[src/rtl/fractal_sync_mp_cnt_rf_if.sv]
// rtl/fractal_sync_mp_cnt_rf_if.sv - multi-port access bundle for the sync counter register file
interface fractal_sync_mp_cnt_rf_if #(
  parameter int unsigned N_PORTS   = 2,
  parameter int unsigned IDX_WIDTH = 2,
  parameter int unsigned CNT_WIDTH = 4
);
  logic                 inc_i  [N_PORTS];
  logic                 clr_i  [N_PORTS];
  logic [IDX_WIDTH-1:0] idx_i  [N_PORTS];
  logic [CNT_WIDTH-1:0] tgt_i  [N_PORTS];
  logic [CNT_WIDTH-1:0] cnt_o  [N_PORTS];
  logic                 done_o [N_PORTS];
  logic                 err_o  [N_PORTS];

  modport master (
    output inc_i, clr_i, idx_i, tgt_i,
    input  cnt_o, done_o, err_o
  );

  modport slave (
    input  inc_i, clr_i, idx_i, tgt_i,
    output cnt_o, done_o, err_o
  );
endinterface

[src/rtl/fractal_sync_mp_cnt_rf.sv]
// rtl/fractal_sync_mp_cnt_rf.sv - multi-port arrival counters with per-entry completion target
module fractal_sync_mp_cnt_rf #(
  parameter int unsigned N_REGS    = 4,
  parameter int unsigned IDX_WIDTH = 2,
  parameter int unsigned N_PORTS   = 2,
  parameter int unsigned CNT_WIDTH = 4
) (
  input  logic                     clk_i,
  input  logic                     rst_ni,
  fractal_sync_mp_cnt_rf_if.slave  bus
);

  localparam int unsigned         KW        = $clog2(N_PORTS + 1);
  localparam int unsigned         SW        = CNT_WIDTH + KW;
  localparam logic [IDX_WIDTH:0]  NREGS_W   = (IDX_WIDTH + 1)'(N_REGS);
  localparam logic [SW-1:0]       CNT_MAX_W = SW'({CNT_WIDTH{1'b1}});

  if (2 ** IDX_WIDTH < N_REGS) begin : g_idx_check
    $error("IDX_WIDTH too small to address N_REGS entries");
  end

  logic [CNT_WIDTH-1:0] cnt_q  [N_REGS];
  logic [CNT_WIDTH-1:0] cnt_d  [N_REGS];
  logic                 cmpl   [N_REGS];
  logic                 sat    [N_REGS];
  logic                 done_q [N_PORTS];
  logic                 done_d [N_PORTS];
  logic                 err_q  [N_PORTS];
  logic                 err_d  [N_PORTS];
  logic                 in_rng [N_PORTS];
  logic                 cnt_en [N_PORTS];

  always_comb begin
    logic [KW-1:0]        k;
    logic [SW-1:0]        sum;
    logic [CNT_WIDTH-1:0] tgt;
    logic                 tgt_found;
    logic                 hit_clr;
    logic                 p_cmpl;
    logic                 p_sat;

    for (int p = 0; p < N_PORTS; p++) begin
      in_rng[p] = {1'b0, bus.idx_i[p]} < NREGS_W;
      cnt_en[p] = bus.inc_i[p] && !bus.clr_i[p] && in_rng[p] && (bus.tgt_i[p] != '0);
    end

    for (int e = 0; e < N_REGS; e++) begin
      k         = '0;
      tgt       = '0;
      tgt_found = 1'b0;
      hit_clr   = 1'b0;
      for (int p = 0; p < N_PORTS; p++) begin
        if (in_rng[p] && bus.idx_i[p] == IDX_WIDTH'(e)) begin
          if (bus.clr_i[p]) hit_clr = 1'b1;
          if (cnt_en[p]) begin
            k = k + KW'(1);
            // the lowest-numbered contributing port owns the target
            if (!tgt_found) begin
              tgt       = bus.tgt_i[p];
              tgt_found = 1'b1;
            end
          end
        end
      end
      sum     = SW'(cnt_q[e]) + SW'(k);
      cmpl[e] = !hit_clr && (k != '0) && (sum >= SW'(tgt));
      sat[e]  = !hit_clr && (k != '0) && !cmpl[e] && (sum > CNT_MAX_W);
      cnt_d[e] = cnt_q[e];
      if (hit_clr || cmpl[e]) cnt_d[e] = '0;
      else if (k != '0)       cnt_d[e] = sat[e] ? '1 : sum[CNT_WIDTH-1:0];
    end

    for (int p = 0; p < N_PORTS; p++) begin
      p_cmpl = 1'b0;
      p_sat  = 1'b0;
      for (int e = 0; e < N_REGS; e++) begin
        if (cnt_en[p] && bus.idx_i[p] == IDX_WIDTH'(e)) begin
          p_cmpl = cmpl[e];
          p_sat  = sat[e];
        end
      end
      err_d[p]  = ((bus.inc_i[p] || bus.clr_i[p]) && !in_rng[p])
               || (bus.inc_i[p] && bus.tgt_i[p] == '0)
               || p_sat;
      done_d[p] = p_cmpl && !err_d[p];
    end
  end

  // read port shows registered state only; same-cycle updates are not bypassed
  always_comb begin
    for (int p = 0; p < N_PORTS; p++) begin
      bus.cnt_o[p]  = '0;
      for (int e = 0; e < N_REGS; e++) begin
        if (bus.idx_i[p] == IDX_WIDTH'(e)) bus.cnt_o[p] = cnt_q[e];
      end
      bus.done_o[p] = done_q[p];
      bus.err_o[p]  = err_q[p];
    end
  end

  always_ff @(posedge clk_i or negedge rst_ni) begin
    if (!rst_ni) begin
      for (int e = 0; e < N_REGS; e++) cnt_q[e] <= '0;
      for (int p = 0; p < N_PORTS; p++) begin
        done_q[p] <= 1'b0;
        err_q[p]  <= 1'b0;
      end
    end else begin
      for (int e = 0; e < N_REGS; e++) cnt_q[e] <= cnt_d[e];
      for (int p = 0; p < N_PORTS; p++) begin
        done_q[p] <= done_d[p];
        err_q[p]  <= err_d[p];
      end
    end
  end

endmodule

[src/flat_wrapper.sv]
// flat-port wrapper written by rule: the top's interface ports become plain ports
module fractal_sync_mp_cnt_rf_flat 
#(
  parameter int unsigned N_REGS    = 4,
  parameter int unsigned IDX_WIDTH = 2,
  parameter int unsigned N_PORTS   = 2,
  parameter int unsigned CNT_WIDTH = 4
)
  (clk_i, rst_ni, bus_inc_i, bus_clr_i, bus_idx_i, bus_tgt_i, bus_cnt_o, bus_done_o, bus_err_o);
  fractal_sync_mp_cnt_rf_if #(.N_PORTS(N_PORTS), .IDX_WIDTH(IDX_WIDTH), .CNT_WIDTH(CNT_WIDTH)) bus_i ();
  input  logic clk_i;
  input  logic rst_ni;
  input wire logic [$bits(bus_i.inc_i)-1:0] bus_inc_i;
  input wire logic [$bits(bus_i.clr_i)-1:0] bus_clr_i;
  input wire logic [$bits(bus_i.idx_i)-1:0] bus_idx_i;
  input wire logic [$bits(bus_i.tgt_i)-1:0] bus_tgt_i;
  output wire logic [$bits(bus_i.cnt_o)-1:0] bus_cnt_o;
  output wire logic [$bits(bus_i.done_o)-1:0] bus_done_o;
  output wire logic [$bits(bus_i.err_o)-1:0] bus_err_o;
  assign bus_i.inc_i = {>>{bus_inc_i}};
  assign bus_i.clr_i = {>>{bus_clr_i}};
  assign bus_i.idx_i = {>>{bus_idx_i}};
  assign bus_i.tgt_i = {>>{bus_tgt_i}};
  assign bus_cnt_o = {>>{bus_i.cnt_o}};
  assign bus_done_o = {>>{bus_i.done_o}};
  assign bus_err_o = {>>{bus_i.err_o}};
  fractal_sync_mp_cnt_rf #(.N_REGS(N_REGS), .IDX_WIDTH(IDX_WIDTH), .N_PORTS(N_PORTS), .CNT_WIDTH(CNT_WIDTH)) u_core (.clk_i(clk_i), .rst_ni(rst_ni), .bus(bus_i));
endmodule
[config.mk]
export PLATFORM = sky130hd
export DESIGN_NAME = fractal_sync_mp_cnt_rf_flat
export DESIGN_NICKNAME = d
export VERILOG_FILES = /design/src/rtl/fractal_sync_mp_cnt_rf_if.sv /design/src/rtl/fractal_sync_mp_cnt_rf.sv /design/src/flat_wrapper.sv
export SDC_FILE = /design/constraint.sdc
export NUM_CORES = 1
export LEC_CHECK = 0
export ABC_CLOCK_PERIOD_IN_PS = 5060
export BUFFER_PORTS_ARGS = -buffer_cell sky130_fd_sc_hd__clkbuf_2
export CAP_MARGIN = 20
export CORE_MARGIN = 1.5
export CORE_UTILIZATION = 55
export CTS_CLUSTER_SIZE = 14
export DETAILED_ROUTE_END_ITERATION = 8
export MAX_ROUTING_LAYER = met4
export PLACE_DENSITY = 0.76
export SLEW_MARGIN = 30
export SYNTH_ARGS = -nofsm -noshare
export SYNTH_HDL_FRONTEND = slang
export SYNTH_SLANG_ARGS = --single-unit
[constraint.sdc]
create_clock -name clk_i -period 5.06 [get_ports clk_i]
set_input_delay 0.506 -clock clk_i [delete_from_list [all_inputs] [get_ports clk_i]]
set_output_delay 0.506 -clock clk_i [all_outputs]
set_load 0.05 [all_outputs]
==> flow_summary.ini <==
[die]
rows = 23
start_util = 0.5833
fp.dieH_um = 68.83
io-pin-count = 30
chipWidth_um = 68.83
coreArea_um2 = 4086
die_area_um2 = 4738

[power]
clockPowerShare = 0.298
worst_ir_drop_vdd_v = 0.0001127
power_frac_seq = 0.442
p_int_mw = 0.2477
p_leak_nw = 1.299
swShare = 0.3241
combinationalPowerShare = 0.260
p_per_area_nw_per_um2 = 141.0
p_switching_mw = 0.1188

[detailed_routing]
drc = 0
wire_per_inst_um = 16.52
routed_wirelength_um = 5815
drtIter0Drc = 125
drt-vias-per-instance = 6.082
drt_first_pass_iters = 5
ant_nets = 0
vias = 2141

[clock_network]
clk_path_buf_depth = 2
clockRootBuffer = clkbuf_8
hold_buffers = 0
clock-sinks = 20
path_clk_slew_ns = 0.08
cts_resized = 0
cts-htree-levels = 1
cts_made_buffers = 3
worstSkewPairLatency_ns = 0.26
cts_setup_buffers = 0
cts_tree = done

[grt]
track_usage = 0.2722
grt_pass1_wl_um = 9197
antenna_found_initial = 0
grt_max_degree = 21
grt_pass1_vias = 1861
grt_remaining_overflow = 0

[logic_synthesis]
ys_warn_count = 0
yosysTopAreaCellShare = 0.2100
synth_area_leaders = dfrtp_1 (21%), ha_1 (15%), mux4_2 (7.6%)
syn-num-nets = 327
synth-edff-count = 0
async_flop_share = 1.000
synth_xor_area_frac = 0.02572
ys_seq_area_frac = 0.2100
synth_mux_area_frac = 0.08031
synth_fa_ha_area_frac = 0.1806
synth-compound-area-share = 0.1995
synth_cell_type_count = 52
synth_area_um2 = 2384
yosysTopAreaCell = dfrtp_1
ys_seq_elements = 20
synth_ff_type = dfrtp_1
syn_inst = 277
syn_avg_cell_area_um2 = 8.605
synth_top_family_by_area = simple AND/OR/NAND/NOR gates
synth-simple-area-share = 0.2441

[sta]
period_needed_ns = 4.004
maxSlewHeadroom = 0.6548
final-setup-viol-count = 0
slew_viol_final = 0
hold_viol_final = 0
fin_skew_ns = 0.005383
worst_pin_slew_ns = 0.5178
period_share = 0.7912
timing.fmax_mhz = 249.8
tns_ns = 0
rsz0062_at_grt = false

[placement]
dp_hpwl_um = 4779
globalplace.congestion = 0.9388
port_buffers = 29

[setup_path]
r2r_start = u_core.cnt_q[8]
path_max_fanout = 5
worstPathArrival_ns = 4.20
cpPeakStageDelay_ns = 0.51
worstPathRequired_ns = 5.26
path_common_cell = ha_1
worstSetupPathType = primary input to flip-flop
slowest_stage = or3b_2
cp-startpoint = bus_tgt_i[3]
critPathCaptureType = flip-flop
critPathLaunchType = primary input
crit_chain = clkbuf_2 > nor4_1 > or3b_2 > inv_1 > ha_1 > mux2_2 > ha_1 > fa_1 > nor2b_1 > or2_2 > ha_1 > a211oi_1 > o21a_1 > nor2b_1 > o21ai_0 > nand2_1

[min_path]
hold_class = primary input to async pin

[finish]
synthToLayoutAreaGrowth_pct = 9.081
layout-drive-gt1-share = 0.2119
final_common_cell = nand2_1
nFillCells = 368
most-common-layout-cells = nand2_1 (31), clkbuf_2 (29), ha_1 (28)
final_core_util = 0.6363
n_antenna_cell = 0
fin_nets = 354

[status]
status = finished clean

[flow_run]
cap_viol_max_count = 0
[critical path: cells and delay by family]
family          cells  cell delay [ns]
simple gates        6             1.37
fa+ha+maj           4             1.16
buf+inv             2             0.34
mux                 1             0.27
compound gates      3             0.54
[sequential cells by signal, indices dropped and copies added (netlist names)]
| name | flops |
|---|---|
| u_core.cnt_q | 16 |
| u_core.bus.done_o | 2 |
| u_core.bus.err_o | 2 |
[per-stage QoR]
stage	cell area [um2]	hold WS (ns)	instances	power (mW)	setup WS, ns
floorplan	2384	0.2104	277	0.2311	1.093
global route	2600	0.2528	352	0.3815	0.7999
CTS	2600	0.2258	352	0.3670	1.072
global placement	2559	0.5037	349	0.2580	0.8798
detailed placement	2559	0.5079	349	0.2594	0.8003
finish	2600	0.2005	352	0.3665	1.056
[final cells by class]
type                       count  area [um2]  share of cell area
multi-input combinational    223        1740              0.6694
sequential                    20       500.5              0.1925
timing repair buffer          30       152.6             0.05871
inverter                      26       102.6             0.03946
tap                           50       62.56             0.02406
clock buffer                   3       41.29             0.01588
[cell usage after synthesis (5+ instances only)]
| master | number |
|---|---|
| nor2b_1 | 7 |
| inv_1 | 24 |
| xnor2_1 | 5 |
| o21ai_0 | 16 |
| nor3_1 | 6 |
| a22o_1 | 7 |
| and3_1 | 7 |
| a31oi_1 | 5 |
| ha_1 | 28 |
| a21oi_1 | 15 |
| nor2_1 | 16 |
| nand3_1 | 7 |
| mux4_2 | 8 |
| dfrtp_1 | 20 |
| nand2b_1 | 7 |
| nand2_1 | 31 |
| a22oi_1 | 5 |
[power groups by stage]
| stage | Combinational [mW] | Clock (mW) | Sequential, mW |
|---|---|---|---|
| after floorplan | 0.0625 | 0 | 0.169 |
| after global placement | 0.0927 | 0 | 0.165 |
| after detailed placement | 0.0942 | 0 | 0.165 |
| after CTS | 0.0947 | 0.110 | 0.162 |
| after global routing | 0.106 | 0.114 | 0.162 |
| final | 0.0953 | 0.109 | 0.162 |
[per-layer routing]
metal	vias up	routed length, um	global-route usage
met3	8	386	0.03084
li1	1055	-	-
met5	-	0	-
met2	90	2596	0.4111
met1	988	2769	0.3885
met4	0	63	0.07108
[final timing paths]
path | cells after the start | slack, ns | endpoint
max reg2reg | 10 | 2.33 | u_core.cnt_q[10]
min in group clk_i | 2 | 0.54 | u_core.bus.err_o[0]
min reg2reg | 2 | 0.58 | u_core.cnt_q[12]
max | 16 | 1.06 | u_core.cnt_q[2]
min | 1 | 0.20 | u_core.bus.done_o[0]
max in group asynchronous | 1 | 4.51 | u_core.cnt_q[2]
[cells by family (layout without fill, tap and decap cells)]
group / count (synthesis) / after routing
and+or+nand+nor: 103 / 103
adders and majority gates: 32 / 32
xor gates and xnor gates: 7 / 7
AOI/OAI and AO/OA: 72 / 72
muxes: 9 / 9
DFF: 20 / 20
buffers and inverters: 34 / 59
Note: power is estimated with default switching activity, not from simulation.
